<file path="config.mk">
export PLATFORM = sky130hd
export DESIGN_NAME = irq_controller_flat
export DESIGN_NICKNAME = d
export VERILOG_FILES = /design/src/rtl/irq_controller_if.sv /design/src/rtl/irq_controller.sv /design/src/flat_wrapper.sv
export SDC_FILE = /design/constraint.sdc
export NUM_CORES = 1
export LEC_CHECK = 0
export CAP_MARGIN = 30
export CELL_PAD_IN_SITES_DETAIL_PLACEMENT = 0
export CELL_PAD_IN_SITES_GLOBAL_PLACEMENT = 1
export CORE_ASPECT_RATIO = 0.7
export CORE_MARGIN = 8
export CORE_UTILIZATION = 35
export CTS_CLUSTER_DIAMETER = 200
export DETAILED_ROUTE_END_ITERATION = 16
export PLACE_DENSITY = 0.83
export SLEW_MARGIN = 20
export SYNTH_ARGS = -nofsm -noshare
export SYNTH_HDL_FRONTEND = slang
export SYNTH_SLANG_ARGS = --single-unit
</file>
<file path="constraint.sdc">
create_clock -name clk -period 1.8 [get_ports clk]
set_clock_uncertainty 0.15 [all_clocks]
set_input_delay 0.36 -clock clk [delete_from_list [all_inputs] [get_ports clk]]
set_output_delay 0.36 -clock clk [all_outputs]
set_load 0.02 [all_outputs]
</file>
<file path="src/rtl/irq_controller_if.sv">
// Peripheral interrupt lines, config bus and CP0 request/ack/eret handshake of irq_controller.
// slave = the controller side, master = the environment (peripherals, EXE stage, CP0).
interface irq_controller_if #(
  parameter int N_SRC = 8
);
  logic [N_SRC-1:0] irq_src;
  logic             cfg_we;
  logic [1:0]       cfg_addr;
  logic [31:0]      cfg_wdata;
  logic [31:0]      cfg_rdata;
  logic             ir_out;
  logic             ir_ack;
  logic             eret;
  logic [4:0]       irq_id;
  logic             busy;

  modport master (
    output irq_src, cfg_we, cfg_addr, cfg_wdata, ir_ack, eret,
    input  cfg_rdata, ir_out, irq_id, busy
  );

  modport slave (
    input  irq_src, cfg_we, cfg_addr, cfg_wdata, ir_ack, eret,
    output cfg_rdata, ir_out, irq_id, busy
  );
endinterface

</file>
<file path="src/rtl/irq_controller.sv">
// Interrupt front-end for CP0: qualify, mask and fixed-priority pick one of N_SRC lines; optional IRQ_SYNC_EN adds a 2-flop input synchroniser.
// Rise -> ir_out in 2 posedges (4 with IRQ_SYNC_EN); cfg reads 1 cycle; a raised ir_out holds until ir_ack, no nesting.
module irq_controller #(
  parameter int N_SRC = 8
) (
  input  logic            clk,
  input  logic            rst,
  irq_controller_if.slave bus
);

  localparam logic [1:0] ST_IDLE    = 2'd0;
  localparam logic [1:0] ST_REQ     = 2'd1;
  localparam logic [1:0] ST_SERVICE = 2'd2;

  localparam logic [1:0] A_MASK  = 2'd0;
  localparam logic [1:0] A_PEND  = 2'd1;
  localparam logic [1:0] A_CAUSE = 2'd2;
  localparam logic [1:0] A_EDGE  = 2'd3;

  logic [N_SRC-1:0] src_s;
  logic [N_SRC-1:0] src_d_q, src_d_d;
  logic [N_SRC-1:0] rise;
  logic [N_SRC-1:0] mask_q, mask_d;
  logic [N_SRC-1:0] edge_q, edge_d;
  logic [N_SRC-1:0] pend_q, pend_d;
  logic [N_SRC-1:0] eligible;
  logic [N_SRC-1:0] ack_clr;
  logic [N_SRC-1:0] cfg_clr;
  logic [1:0]       state_q, state_d;
  logic [4:0]       irq_id_q, irq_id_d;
  logic [4:0]       win_id;
  logic             ir_out_q, ir_out_d;
  logic             busy_q, busy_d;
  logic [31:0]      cause_q, cause_d;
  logic [31:0]      rdata_q, rdata_d;

`ifdef IRQ_SYNC_EN
  logic [N_SRC-1:0] sync1_q, sync1_d;
  logic [N_SRC-1:0] sync2_q, sync2_d;

  always_comb begin
    sync1_d = bus.irq_src;
    sync2_d = sync1_q;
  end

  always_ff @(posedge clk or negedge rst) begin
    if (!rst) begin
      sync1_q <= '0;
      sync2_q <= '0;
    end else begin
      sync1_q <= sync1_d;
      sync2_q <= sync2_d;
    end
  end

  assign src_s = sync2_q;
`else
  assign src_s = bus.irq_src;
`endif

  always_comb begin
    src_d_d  = src_s;
    rise     = src_s & ~src_d_q;
    eligible = pend_q & mask_q;
  end

  // Downward scan so the lowest set index is the last one written.
  always_comb begin
    win_id = '0;
    for (int i = N_SRC - 1; i >= 0; i--) begin
      if (eligible[i]) win_id = 5'(i);
    end
  end

  always_comb begin
    state_d  = state_q;
    irq_id_d = irq_id_q;
    ir_out_d = ir_out_q;
    busy_d   = busy_q;
    cause_d  = cause_q;
    ack_clr  = '0;
    case (state_q)
      ST_IDLE: begin
        if (|eligible) begin
          state_d  = ST_REQ;
          irq_id_d = win_id;
          ir_out_d = 1'b1;
          busy_d   = 1'b1;
          cause_d  = {1'b1, 26'd0, win_id};
        end
      end
      // CP0 latches ir_in, so REQ ignores MASK/PENDING changes until ir_ack.
      ST_REQ: begin
        if (bus.ir_ack) begin
          state_d  = ST_SERVICE;
          ir_out_d = 1'b0;
          for (int i = 0; i < N_SRC; i++) begin
            if (irq_id_q == 5'(i)) ack_clr[i] = 1'b1;
          end
        end
      end
      ST_SERVICE: begin
        if (bus.eret) begin
          state_d = ST_IDLE;
          busy_d  = 1'b0;
          cause_d = '0;
        end
      end
      default: begin
        state_d  = ST_IDLE;
        ir_out_d = 1'b0;
        busy_d   = 1'b0;
        cause_d  = '0;
      end
    endcase
  end

  always_comb begin
    cfg_clr = '0;
    mask_d  = mask_q;
    edge_d  = edge_q;
    if (bus.cfg_we) begin
      case (bus.cfg_addr)
        A_MASK:  mask_d  = bus.cfg_wdata[N_SRC-1:0];
        A_PEND:  cfg_clr = bus.cfg_wdata[N_SRC-1:0];
        A_EDGE:  edge_d  = bus.cfg_wdata[N_SRC-1:0];
        default: ;
      endcase
    end
  end

  // Edge sources: sticky, a new rise beats a same-cycle clear. Level sources follow the line.
  always_comb begin
    pend_d = (edge_q & (rise | (pend_q & ~(cfg_clr | ack_clr)))) | (~edge_q & src_s);
  end

  always_comb begin
    rdata_d = '0;
    case (bus.cfg_addr)
      A_MASK:  rdata_d = 32'(mask_q);
      A_PEND:  rdata_d = 32'(pend_q);
      A_CAUSE: rdata_d = cause_q;
      A_EDGE:  rdata_d = 32'(edge_q);
      default: rdata_d = '0;
    endcase
  end

  always_ff @(posedge clk or negedge rst) begin
    if (!rst) begin
      src_d_q  <= '0;
      mask_q   <= '0;
      edge_q   <= '1;
      pend_q   <= '0;
      state_q  <= ST_IDLE;
      irq_id_q <= '0;
      ir_out_q <= 1'b0;
      busy_q   <= 1'b0;
      cause_q  <= '0;
      rdata_q  <= '0;
    end else begin
      src_d_q  <= src_d_d;
      mask_q   <= mask_d;
      edge_q   <= edge_d;
      pend_q   <= pend_d;
      state_q  <= state_d;
      irq_id_q <= irq_id_d;
      ir_out_q <= ir_out_d;
      busy_q   <= busy_d;
      cause_q  <= cause_d;
      rdata_q  <= rdata_d;
    end
  end

  assign bus.ir_out    = ir_out_q;
  assign bus.busy      = busy_q;
  assign bus.irq_id    = irq_id_q;
  assign bus.cfg_rdata = rdata_q;

endmodule

</file>
<file path="src/flat_wrapper.sv">
// flat-port wrapper written by rule: the top's interface ports become plain ports
module irq_controller_flat 
#(
  parameter int N_SRC = 8
)
  (clk, rst, bus_irq_src, bus_cfg_we, bus_cfg_addr, bus_cfg_wdata, bus_ir_ack, bus_eret, bus_cfg_rdata, bus_ir_out, bus_irq_id, bus_busy);
  irq_controller_if #(.N_SRC(N_SRC)) bus_i ();
  input  logic clk;
  input  logic rst;
  input wire logic [$bits(bus_i.irq_src)-1:0] bus_irq_src;
  input wire logic [$bits(bus_i.cfg_we)-1:0] bus_cfg_we;
  input wire logic [$bits(bus_i.cfg_addr)-1:0] bus_cfg_addr;
  input wire logic [$bits(bus_i.cfg_wdata)-1:0] bus_cfg_wdata;
  input wire logic [$bits(bus_i.ir_ack)-1:0] bus_ir_ack;
  input wire logic [$bits(bus_i.eret)-1:0] bus_eret;
  output wire logic [$bits(bus_i.cfg_rdata)-1:0] bus_cfg_rdata;
  output wire logic [$bits(bus_i.ir_out)-1:0] bus_ir_out;
  output wire logic [$bits(bus_i.irq_id)-1:0] bus_irq_id;
  output wire logic [$bits(bus_i.busy)-1:0] bus_busy;
  assign bus_i.irq_src = bus_irq_src;
  assign bus_i.cfg_we = bus_cfg_we;
  assign bus_i.cfg_addr = bus_cfg_addr;
  assign bus_i.cfg_wdata = bus_cfg_wdata;
  assign bus_i.ir_ack = bus_ir_ack;
  assign bus_i.eret = bus_eret;
  assign bus_cfg_rdata = bus_i.cfg_rdata;
  assign bus_ir_out = bus_i.ir_out;
  assign bus_irq_id = bus_i.irq_id;
  assign bus_busy = bus_i.busy;
  irq_controller #(.N_SRC(N_SRC)) u_core (.clk(clk), .rst(rst), .bus(bus_i));
endmodule
</file>
# Word-level counts from Yosys, hierarchy flattened
# Index checks and enable logic that the tools add are counted.
dict set report word_totals {
  reg_bits 105
  input_bits 47
  wordCells 81
}
dict set report op_classes {
  eq_ne 15
  mux 33
  bitwise_logic 13
  n_reduce_logical 10
}
# operator count
set ops {}
lappend ops {{32-bit one-hot mux with 4 select lines} 1}
lappend ops {{32-bit one-hot mux with 3 select lines} 1}
lappend ops {{32-bit 2-to-1 mux} 2}
lappend ops {{8-bit AND} 5}
lappend ops {{8-bit 2-to-1 mux} 4}
lappend ops {{3-bit 2-to-1 mux} 8}
lappend ops {{8-bit NOT} 3}
lappend ops {{8-bit OR} 3}
lappend ops {{5-bit by 3-bit == test with 1-bit output, second input constant} 4}
lappend ops {{1-bit 2-to-1 mux} 11}
lappend ops {{5-bit by 2-bit == test with 1-bit output, second input constant} 2}
lappend ops {{3-bit AND reduction} 3}
lappend ops {{8-bit OR reduction} 1}
lappend ops {{2-bit == test, second input constant} 3}
lappend ops {{2-bit 2-to-1 mux} 3}
lappend ops {{1-bit one-hot mux with 3 select lines} 2}
lappend ops {{2-bit one-hot mux with 3 select lines} 1}
lappend ops {{2-bit AND reduction} 3}
lappend ops {{5-bit by 1-bit == test with 1-bit output, second input constant} 1}
lappend ops {{5-bit logical NOT} 1}
lappend ops {{2-bit by 1-bit == test with 1-bit output, second input constant} 2}
lappend ops {{2-bit logical NOT} 2}
lappend ops {{2-bit != test, second input constant} 2}
lappend ops {{2-bit by 1-bit != test with 1-bit output, second input constant} 1}
lappend ops {{1-bit NOT} 2}

# Depth between registers and ports, before layout
dict set report logic_depth {
  ltp_word 11
  depth_mapped 5
  mapped_depth_nobuf 4
}

# Worst setup path after synthesis
# Ideal clock, no wire load.
dict set report synth_path {
  kind {input-to-reg}
  startpoint {input bus_cfg_addr[0]}
  endpoint {register u_core.mask_q[0]}
  setup_time_ns 0.127
  t_arrival_ns 1.124
  t_required_ns 1.523
  setup_slack_ns 0.399
  stages 4
  path_cell_list {nor2_2 -> and2_1 -> buf_4 -> mux2_1}
}
dict set report synth_between {
  elab_chain_len 2
}
# element line
set synth_rtl {}
lappend synth_rtl {{from (decl)} flat_wrapper.sv:12} ;# input wire logic [$bits(bus_i.cfg_addr)-1:0] bus_cfg_addr;
lappend synth_rtl {{2-bit logical NOT} irq_controller.sv:123} ;# case (bus.cfg_addr)
lappend synth_rtl {{2-bit AND reduction (no line)} --}
lappend synth_rtl {{to (signal assigned)} irq_controller.sv:162} ;# mask_q <= mask_d;
lappend synth_rtl {{to (decl)} irq_controller.sv:23} ;# logic [N_SRC-1:0] mask_q, mask_d;
# No other way between the ends.
# A chain may end at the register's enable or synchronous reset.

# Worst setup path after layout
dict set report layout_path {
  startpoint {register u_core.rdata_q[2] (netlist: u_core.bus.cfg_rdata[2])}
  endpoint {output bus_cfg_rdata[2]}
}
# element line
set layout_lines {}
lappend layout_lines {{from (decl)} irq_controller.sv:35} ;# logic [31:0] rdata_q, rdata_d;
lappend layout_lines {{from (signal assigned)} irq_controller.sv:170} ;# rdata_q <= rdata_d;
lappend layout_lines {{to (decl)} flat_wrapper.sv:16} ;# output wire logic [$bits(bus_i.cfg_rdata)-1:0] bus_cfg_rdata;
# No word-level cell between the ends.

==> summary.txt <==
Die Y: 86.5 microns
#FFs+latches synth: 51
PwrDens: 1190 nW/um^2
R2R setup slack: 0.29 ns
htree depth: 2
Critical Path End Type: output port
CP delay by family, top: buffers and inverters
post-synthesis async set-or-reset flop share: 1.00
min cycle time layout: 1.74 ns
core box area: 6820 sq um
Final Max Tran Viols: 0
worst hold path endpoint: u_core.cause_q[0]
First DRT Iteration DRCs: 60
total power: 0.00366 W
CTS Buf Count: 5
Yosys warnings: 0
drc violations: 0
most frequent cells after synthesis: dfrtp_1 (43), nand2_1 (31), buf_4 (27)
ANT cells: 0
Synth Cell Area: 2480 sq um
first-pass GRT wire length: 9.11 mm
CP Max Fanout: 1
Worst-Skew Late Latency: 0.30 ns
setup_tns: 0 ns
Hold Crit Start: u_core.cause_q[0]
die span in x: 117 microns
kind of critical path: flip-flop to output port
worst flop-to-flop path endpoint: u_core.pend_q[0]
area leader, netlist: dfrtp_1
R2R cell count: 5
Critical Path Slowest Stage Cell: clkdlybuf4s50_1
Seq/Total Area, Yosys: 0.518
Buf/Inv on CP: 1
total gr overflow: 0
largest net degree at the start of global routing: 52
hold depth: 1
Leak: 1.42 nW
CTS Buffer Depth: 2
slowest stage delay, CP: 0.60 ns
outcome: finished clean
GPL Wtd Cong: 0.819
CTS Sinks: 51
ys flop type: dfrtp_1
clk slew on worst S/H paths: 0.09 ns
Util after Layout: 0.450
share of Yosys cell area claimed by the top area cell type: 0.433
top post-synthesis cells by area: dfrtp_1 (43%), dfstp_2 (8.5%), buf_4 (8.2%)
Hold Crit Class: flip-flop to flip-flop
arrival time at the worst endpoint: 1.23 ns
share of layout cells above drive strength 1: 0.221
Synth Instances: 207
critical path cell sequence: clkdlybuf4s50_1
Final HPWL DP: 4.29 mm
WL per Instance: 15.4 microns
Post-Route WL: 5.50 mm
post-CTS setup buffer count: 0
maximum clock rate: 575 MHz
# fillers: 684
Final Hold Vio Count: 0
initial antenna violation count: 0
Final ANT Viol Nets: 0
worst reg2reg path startpoint: u_core.state_q[1]
Peak supply drop: 0.000377 V
RSZ-0062 raised after global routing: no
Avg Cell Area, Syn: 12.0 sq um
I/O pin count: 86
CTS Root Cell: clkbuf_8
CTS tree: built
CP startpoint kind: flip-flop
Synth cell types: 33
Core Rows: 25
die area: 10100 sq um
Post-synth EDFFs: 0
PortBufs: 36
most common cell in the netlist: dfrtp_1
Detailed Routing Iterations Pass 1: 4
final worst path period share: 0.966
area delta synth->final: 23.6%
Nets: 308
post-DR vias/cell: 4.62
max-cap check violation count: 0
number of global-route vias before repair: 1690
final setup vio count: 0
DR vias: 1645
CP required: 1.29 ns
Initial Util: 0.364
total track usage: 0.117
-- kinds of logic after synthesis --
| kind of cell | Yosys count | share of synthesized area |
|---|---|---|
| compound gates | 43 | 0.156 |
| buf+inv | 34 | 0.0932 |
| flops | 51 | 0.518 |
| mux | 24 | 0.122 |
| other cells | 1 | 0.00151 |
| simple gates | 54 | 0.110 |
-- layout by cell type (no fill, tap or decap), types with 5 or more instances in the layout --
master,netlist,layout
a21o_1,6,6
a221oi_1,6,6
conb_1,1,25
buf_4,27,13
nor2_1,9,9
dfrtp_1,43,43
clkdlybuf4s50_1,0,28
mux2_1,8,8
a22o_1,8,8
inv_1,5,5
nand2_1,31,31
a21oi_1,6,6
dfstp_2,8,8
mux2_2,13,13
clkbuf_8,0,5
-- state kept, by name (all words and copies together), names as in the netlist --
register              cells
u_core.edge_q             8
u_core.bus.cfg_rdata      9
u_core.src_d_q            8
u_core.bus.ir_out         1
u_core.mask_q             8
u_core.bus.irq_id         3
u_core.pend_q             8
u_core.cause_q            4
u_core.state_q            2
-- repair_timing --
item,CTS,global route
hold endpoints to repair,43,0
hold buffers,1,0
gates resized for setup,4,3
setup endpoints to repair,4,3
-- worst max path at each step --
| stage | startpoint | to | slack, ns | cells past startpoint |
|---|---|---|---|---|
| final | u_core.bus.cfg_rdata[2] | bus_cfg_rdata[2] | 0.06 | 1 |
| after detailed placement | bus_cfg_addr[1] | u_core.bus.cfg_rdata[2] | -0.14 | 3 |
| after global routing | u_core.bus.cfg_rdata[7] | bus_cfg_rdata[7] | 0.007 | 1 |
| after CTS | u_core.bus.ir_out | bus_ir_out | 0.01 | 1 |
| after global placement | bus_cfg_addr[1] | u_core.bus.cfg_rdata[2] | -0.16 | 3 |
| after floorplan | bus_cfg_addr[0] | u_core.mask_q[0] | 0.40 | 4 |
-- through the flow --
stage	cells	hold WS (ns)	area [sq um]	setup WS, ns
finish	356	0.357	3070	0.0617
global route	356	0.376	3070	0.00687
CTS	356	0.354	3060	0.0113
detailed placement	347	0.218	2970	-0.144
global placement	347	0.217	2970	-0.164
floorplan	231	-0.0856	2570	0.399
-- layer usage --
metal  global-route usage  vias to the layer above  part of all wire
met4               0.0278                        0            0.0082
li1                     -                      797                 -
met5                    0                        -                 0
met3               0.0402                        5             0.076
met2                0.160                       44              0.42
met1                0.169                      799              0.50
-- where the power goes --
group          leakage, nW  total, W  internal [W]  switching, W
combinational        0.779   0.00132      0.000632      0.000684
clock               0.0412  0.000638      0.000272      0.000366
sequential           0.598   0.00171       0.00143      0.000277
-- layout make-up --
cell class	instances	area, sq um	area share
Clock buffer	6	72.6	0.0236
Timing Repair Buffer	52	505	0.165
Inverter	5	18.8	0.00611
Clock inverter	2	12.5	0.00407
Multi-Input combinational cell	146	1060	0.344
Tap cell	94	118	0.0383
Sequential cell	51	1290	0.419
(Power assumes the default switching activity.)
